===== config.mk =====
export PLATFORM = sky130hd
export DESIGN_NAME = cache_mem_arbiter
export DESIGN_NICKNAME = d
export VERILOG_FILES = /design/src/rtl/cache_mem_arbiter.sv
export SDC_FILE = /design/constraint.sdc
export NUM_CORES = 1
export LEC_CHECK = 0
export CAP_MARGIN = 20
export CELL_PAD_IN_SITES_DETAIL_PLACEMENT = 1
export CELL_PAD_IN_SITES_GLOBAL_PLACEMENT = 1
export CORE_ASPECT_RATIO = 1.4
export CORE_MARGIN = 4
export CORE_UTILIZATION = 15
export DETAILED_ROUTE_END_ITERATION = 7
export PLACE_DENSITY_LB_ADDON = 0.08
export SLEW_MARGIN = 20
export SYNTH_ARGS = -nofsm -noshare
export SYNTH_HDL_FRONTEND = slang
export SYNTH_SLANG_ARGS = --single-unit

===== constraint.sdc =====
create_clock -name clock -period 1.9 [get_ports clock]
set_clock_uncertainty 0.2 [all_clocks]
set_input_delay 0.57 -clock clock [delete_from_list [all_inputs] [get_ports clock]]
set_output_delay 0.57 -clock clock [all_outputs]
set_load 0.02 [all_outputs]

===== src/rtl/cache_mem_arbiter.sv =====
// Round-robin arbiter sharing one line-burst main-memory port between the I-cache (0) and D-cache (1).
// Optional stall watchdog is compiled in when CACHE_ARB_TIMEOUT_EN is defined.
module cache_mem_arbiter #(
  parameter int ADDR_W    = 16,
  parameter int DATA_W    = 8,
  parameter int BURST_LEN = 4,
  parameter int TIMEOUT   = 64
) (
  input  logic              clock,
  input  logic              reset,
  input  logic              rd_mem_0,
  input  logic              wr_mem_0,
  input  logic [ADDR_W-1:0] addr_mem_0,
  input  logic [DATA_W-1:0] wdata_0,
  output logic [DATA_W-1:0] rdata_0,
  output logic              ready_mem_0,
  input  logic              rd_mem_1,
  input  logic              wr_mem_1,
  input  logic [ADDR_W-1:0] addr_mem_1,
  input  logic [DATA_W-1:0] wdata_1,
  output logic [DATA_W-1:0] rdata_1,
  output logic              ready_mem_1,
  output logic [ADDR_W-1:0] addr_mem,
  output logic              rd_mem,
  output logic              wr_mem,
  output logic [DATA_W-1:0] wdata_mem,
  input  logic [DATA_W-1:0] rdata_mem,
  input  logic              ready_mem,
  output logic [1:0]        gnt,
  output logic              busy,
  output logic              err_timeout
);

  localparam int CNT_W = $clog2(BURST_LEN) + 1;
  localparam logic [CNT_W-1:0] LAST_BEAT = CNT_W'(BURST_LEN - 1);

  if (BURST_LEN < 2 || TIMEOUT < 2) begin : g_bad_params
    $error("cache_mem_arbiter: BURST_LEN and TIMEOUT must both be at least 2");
  end

  typedef enum logic [1:0] {
    IDLE = 2'd0,
    BUSY = 2'd1,
    DONE = 2'd2
  } state_e;

  state_e           state_q, state_d;
  logic [1:0]       gnt_q, gnt_d;
  logic             last_q, last_d;
  logic [CNT_W-1:0] beat_cnt_q, beat_cnt_d;

  logic req_0, req_1, req_granted, final_beat, pick_1, timeout_hit;

  assign req_0       = rd_mem_0 | wr_mem_0;
  assign req_1       = rd_mem_1 | wr_mem_1;
  assign req_granted = (gnt_q[0] & req_0) | (gnt_q[1] & req_1);
  assign final_beat  = ready_mem && (beat_cnt_q == LAST_BEAT);
  // last_q holds the index of the most recent owner, so a tie goes to the other one.
  assign pick_1      = (req_0 && req_1) ? ~last_q : req_1;

  // NOTE: every variable gets a default before the case so no path leaves it unassigned and no latch is inferred.
  always_comb begin
    state_d    = state_q;
    gnt_d      = gnt_q;
    last_d     = last_q;
    beat_cnt_d = beat_cnt_q;
    unique case (state_q)
      IDLE: begin
        if (req_0 || req_1) begin
          gnt_d      = pick_1 ? 2'b10 : 2'b01;
          last_d     = pick_1;
          beat_cnt_d = '0;
          state_d    = BUSY;
        end
      end
      BUSY: begin
        if (ready_mem && (beat_cnt_q != '1)) begin
          beat_cnt_d = beat_cnt_q + CNT_W'(1);
        end
        if (final_beat || !req_granted || timeout_hit) begin
          gnt_d   = 2'b00;
          state_d = DONE;
        end
      end
      DONE: begin
        gnt_d      = 2'b00;
        beat_cnt_d = '0;
        state_d    = IDLE;
      end
      default: begin
        gnt_d      = 2'b00;
        beat_cnt_d = '0;
        state_d    = IDLE;
      end
    endcase
  end

  // NOTE: state registers use non-blocking assignment so every flop samples pre-edge values.
  always_ff @(posedge clock) begin
    if (reset) begin
      state_q    <= IDLE;
      gnt_q      <= 2'b00;
      last_q     <= 1'b1;
      beat_cnt_q <= '0;
    end else begin
      state_q    <= state_d;
      gnt_q      <= gnt_d;
      last_q     <= last_d;
      beat_cnt_q <= beat_cnt_d;
    end
  end

`ifdef CACHE_ARB_TIMEOUT_EN
  localparam int WD_W = $clog2(TIMEOUT) + 1;

  logic [WD_W-1:0] wd_cnt_q, wd_cnt_d;
  logic            err_q;

  // Counter restarts outside BUSY (covers a fresh grant) and on every beat.
  assign timeout_hit = (state_q == BUSY) && !ready_mem && (wd_cnt_q == WD_W'(TIMEOUT - 1));

  always_comb begin
    wd_cnt_d = '0;
    if ((state_q == BUSY) && !ready_mem && !timeout_hit) begin
      wd_cnt_d = wd_cnt_q + WD_W'(1);
    end
  end

  always_ff @(posedge clock) begin
    if (reset) begin
      wd_cnt_q <= '0;
      err_q    <= 1'b0;
    end else begin
      wd_cnt_q <= wd_cnt_d;
      err_q    <= timeout_hit;
    end
  end

  assign err_timeout = err_q;
`else
  assign timeout_hit = 1'b0;
  assign err_timeout = 1'b0;
`endif

  // Memory side follows the registered grant; write wins when a requester raises both.
  always_comb begin
    addr_mem    = '0;
    rd_mem      = 1'b0;
    wr_mem      = 1'b0;
    wdata_mem   = '0;
    rdata_0     = '0;
    rdata_1     = '0;
    ready_mem_0 = 1'b0;
    ready_mem_1 = 1'b0;
    if (gnt_q[0]) begin
      addr_mem    = addr_mem_0;
      wr_mem      = wr_mem_0;
      rd_mem      = rd_mem_0 & ~wr_mem_0;
      wdata_mem   = wdata_0;
      rdata_0     = rdata_mem;
      ready_mem_0 = ready_mem;
    end else if (gnt_q[1]) begin
      addr_mem    = addr_mem_1;
      wr_mem      = wr_mem_1;
      rd_mem      = rd_mem_1 & ~wr_mem_1;
      wdata_mem   = wdata_1;
      rdata_1     = rdata_mem;
      ready_mem_1 = ready_mem;
    end
  end

  assign gnt  = gnt_q;
  assign busy = (state_q != IDLE);

endmodule


Word level (Yosys, flattened, before mapping)
Cells that the tools add are included.

Word-level logic and storage cells: 57. Bits of input ports: 63. Register bits: 8.

Reduce and logical (&&, ||, !) cells: 11. Eq/ne operators: 6. Bitwise gates (word level): 10. Add/subtract/negate cells: 1. Multiplexer cells: 25.

Operators by type and width (count): two-way mux 8 bit (5); two-way mux 16 bit (2); two-way mux 2 bit (5); two-way mux 1 bit (8); case mux 2 bit (2 select lines) (2); two-way mux 3 bit (2); != test 2 bit (second input constant) (3); case mux 3 bit (2 select lines) (1); AND reduction 2 bit (3); bitwise AND 1 bit (4); adder 3 x 1 -> 3 bit (second input constant) (1); == test 3 x 2 -> 1 bit (second input constant) (1); logical AND 1 bit (3); != test 3 bit (second input constant) (1); NOT 1 bit (3); OR 1 bit (3); == test 2 x 1 -> 1 bit (second input constant) (1); logical NOT 2 bit (1); logical OR 1 bit (2); nonzero test 2 bit (1); logical NOT 1 bit (1).

Depth between registers and ports, before layout
Depth in word-level cells: 7. Mapped depth: 5.

Least setup slack after synthesis
Ideal clock, no wire load.

Path kind: register to output. Start: reg gnt_q[0] (netlist: gnt[0]). End: out rd_mem. Required time: 1.130 ns. Stages on the path, launching flop included: 5. Slack: -0.155 ns. Buffers on the path: 2. Arrival: 1.285 ns. Path through: dfxtp_1 > buf_2 > buf_2 > nand2_1 > o22ai_1.

Cells in the longest elaborated chain, start to end: 1.

RTL lines: start, declared (line 48) `logic [1:0] gnt_q, gnt_d;`; start signal, assigned (line 107) `gnt_q <= gnt_d;`; two-way mux 1 bit (line 155) `if (gnt_q[0]) begin`; end, declared (line 24) `output logic rd_mem,`.

Every way passes these cells.

Worst setup path after layout
Start: reg gnt_q[1] (netlist: gnt[1]). End: out addr_mem[15].

Cells in the longest elaborated chain, start to end: 2.

RTL lines: two-way mux 16 bit (line 162) `end else if (gnt_q[1]) begin`; two-way mux 16 bit (line 155); end, declared (line 23) `output logic [ADDR_W-1:0] addr_mem,`.

Every way passes these cells.

==> impl_results.md <==
- Outcome: finished, violations left
- Failing checks: setup timing
- Ranking of synthesized cells by area: a22o_1 (25%), dfxtp_1 (18%), and2_1 (13%)
- Sw Ratio: between 30% and 40%
- Worst path required time: ~1.1 ns
- Pint: 0.000612 W
- Post-synth top flop: dfxtp_1
- Part of the power in registers: 20.0%
- Combinational share of power: roughly 58%
- Clk pwr share: 21.9%
- Tcrit/Tclk final: 107%
- Post-synth EDFFs: 0
- Asr flop ratio synth: 0%
- Vias/cell: 4.65
- Startpoint of the worst hold path: beat_cnt_q[2]
- Antenna cells: 0
- TNS Setup: -3.62 ns
- Nets: 300
- Vias in the first global route: 1551
- CP Class: flip-flop to output pin
- Seq/Total Area, Yosys: 18.4%
- CP endpoint kind: output pin
- Final worst path period need: just over 2 ns
- Top fanout value on the critical path: 6
- Leak pwr: 1.11 nW
- Largest net degree at the start of global routing: 21
- Net Sw Power: 0.000335 W
- First-pass GRT wire length: 8250 um
- Initial antenna violation count: 0
- Setup violators final: 35
- Fmax: between 400 and 500 MHz
- DRC viols: 0
- Layout area overhead: 167%
- Worst Path Arrival: 1.26 ns
- Yosys reg bits: 8
- Reg-to-Reg Start: beat_cnt_q[0]
- Port Buffers: ~110
- Finished Cell Area: 2310 um^2
- Worst-case reg-to-reg path depth: 4
- Final hold violations: 0
- Share of cells above drive strength 1: 40.1%
- Post-CTS Hold Fix Bufs: 0
- Clock Sink Count: 8
- Worst-Skew Late Latency: 0.23 ns
- Most common cell in the netlist: a22o_1
- Slew Viols, Final: 0
- Core Area: 5570 um^2
- Grt total ovfl: 0
- R2R Setup Slk: roughly 0.21 ns
- CP startpoint: gnt[1]
- Gate Count Post-Synth: roughly 110
- Dpl cell area: 2130 um^2
- Synthesis warning total: 0
- Power density cells: between 400 and 500 nW/um^2
- Dpl hpwl: 4230 um
- Die height: 98.0 um
- Yosys top cell area share: ~25%
- Die Area: 7090 um^2
- RSZ-0062 raised after global routing: true
- Critical R2R Capture: gnt[1]
- Die Width: 72.3 um
- Syn Area/Cell: 7.97 um^2
- Num rows: 32
- TritonCTS Buffers: 3
- Post-Synthesis Cell Area: ~870 um^2
- Synth unique cells: 31
- Routed len/inst: 18.0 um
- Final worst slack: -0.128 ns
- Crit start category: flip-flop
- CTS tree: yes
- Routability Congestion: 0.835
- VDD IR max: 0.347 mV
- Root Buffer: clkbuf_8
- Clock slew at reported path FFs: 0.04 ns
- Detailed Route WL: 5390 um
- Synth top cells by count: a22o_1 (25), and2_1 (18), dfxtp_1 (8)
- Post-Syn Nets: 175
- H-tree Lvls: 1
- Overall Global Routing Usage: 14.6%
- Hold Path Class: flip-flop to flip-flop
- Crit path to: addr_mem[15]
- Number of DRC markers in iteration 0: 26
- Largest area contributor in the netlist: a22o_1
- Pre-antenna DRT Iters: 4
- Final Power: 0.000947 W
- DR vias: 1394
- Max Buffers Root-to-Sink: 2
- Initial core utilization: 15.6%
- Post-DRT Antenna Nets: 0
- Ports: 111
- Max-cap violations: 0
[registers in the layout, summed over array words and instances (netlist names)]
register    cells
beat_cnt_q      3
gnt             2
state_q         2
last_q          1
[power by group through the flow]
| stage | sequential (W) | clock, W | combinational (W) |
|---|---|---|---|
| 6_report | 0.000190 | 0.000208 | 0.000549 |
| 3_5_place_dp | 0.000192 | 0 | 0.000538 |
| 2_1_floorplan | 0.000193 | 0 | 0.000218 |
| 5_1_grt | 0.000192 | 0.000222 | 0.000584 |
| 4_1_cts | 0.000190 | 0.000214 | 0.000555 |
| 3_3_place_gp | 0.000191 | 0 | 0.000525 |
[logic make-up (layout without fill, tap and decap cells)]
logic type      Yosys count  count (layout)  share of synthesized area, %
fa+ha+maj                 3               3                          4.32
compound gates           45              45                          40.8
simple gates             35              35                          27.4
buf+inv                  17             140                          8.65
other cells               1               1                         0.432
flops                     8               8                          18.4
[per-stage QoR]
stage | cells | worst slack, ns | hold slack, ns | util, %
3_3_place_gp | 290 | -0.808 | 0.286 | 38.2
4_1_cts | 300 | -0.148 | 0.321 | 41.6
2_1_floorplan | 109 | 0.0310 | 0.274 | -
5_1_grt | 300 | -0.184 | 0.336 | 41.6
3_5_place_dp | 290 | -0.834 | 0.317 | 38.2
6_report | 300 | -0.128 | 0.316 | 41.6
[final cells by class]
| class | instances | area, um^2 |
|---|---|---|
| clock buffer | 3 | 41.3 |
| fill | 663 | 3250 |
| inverter | 6 | 22.5 |
| multi-input combinational | 84 | 682 |
| sequential | 8 | 163 |
| tap | 68 | 85.1 |
| timing repair buffer | 131 | 1320 |
[critical path: stages (launching register included)]
cell     delay [ns]
dfxtp_2        0.31
nor2b_4        0.13
buf_6          0.13
buf_16         0.13
a22o_1         0.19
buf_6          0.13
[worst min-delay path by stage]
stage / endpoint / slack (ns) / cells after the start
final: beat_cnt_q[2] / 0.32 / 2
after global routing: beat_cnt_q[2] / 0.34 / 2
after CTS: beat_cnt_q[2] / 0.32 / 2
after detailed placement: beat_cnt_q[2] / 0.32 / 2
after global placement: beat_cnt_q[1] / 0.29 / 2
after floorplan: beat_cnt_q[1] / 0.27 / 2
[cells in the final DEF, fill, tap and decap left out, drive strengths merged, types with 3 or more instances in the layout]
cell and instances:
and2 18, inv 6, o21ai 4, a22o 25
dfxtp 8, clkdlybuf4s15 3, a21oi 5, buf 67
o2111ai 3, nand4 3, clkbuf 4, ha 3
dlygate4sd2 59
[metal layers]
layer,vias to the layer above,share of wire (%),wire length [um],global-route usage [%]
li1,661,-,-,-
met1,649,37,2000,16.1
met2,80,51,2730,27.1
met3,4,11,619,3.71
met4,0,0.82,44,3.47
met5,-,0,0,0
[what timing repair did]
| action | CTS | global route |
|---|---|---|
| setup endpoints to repair | 55 | 42 |
| gates cloned | 4 | 0 |
| pin swaps | 34 | 3 |
| resized for setup | 357 | 4 |
| setup buffers | 3 | 0 |
(Power assumes the default switching activity.)
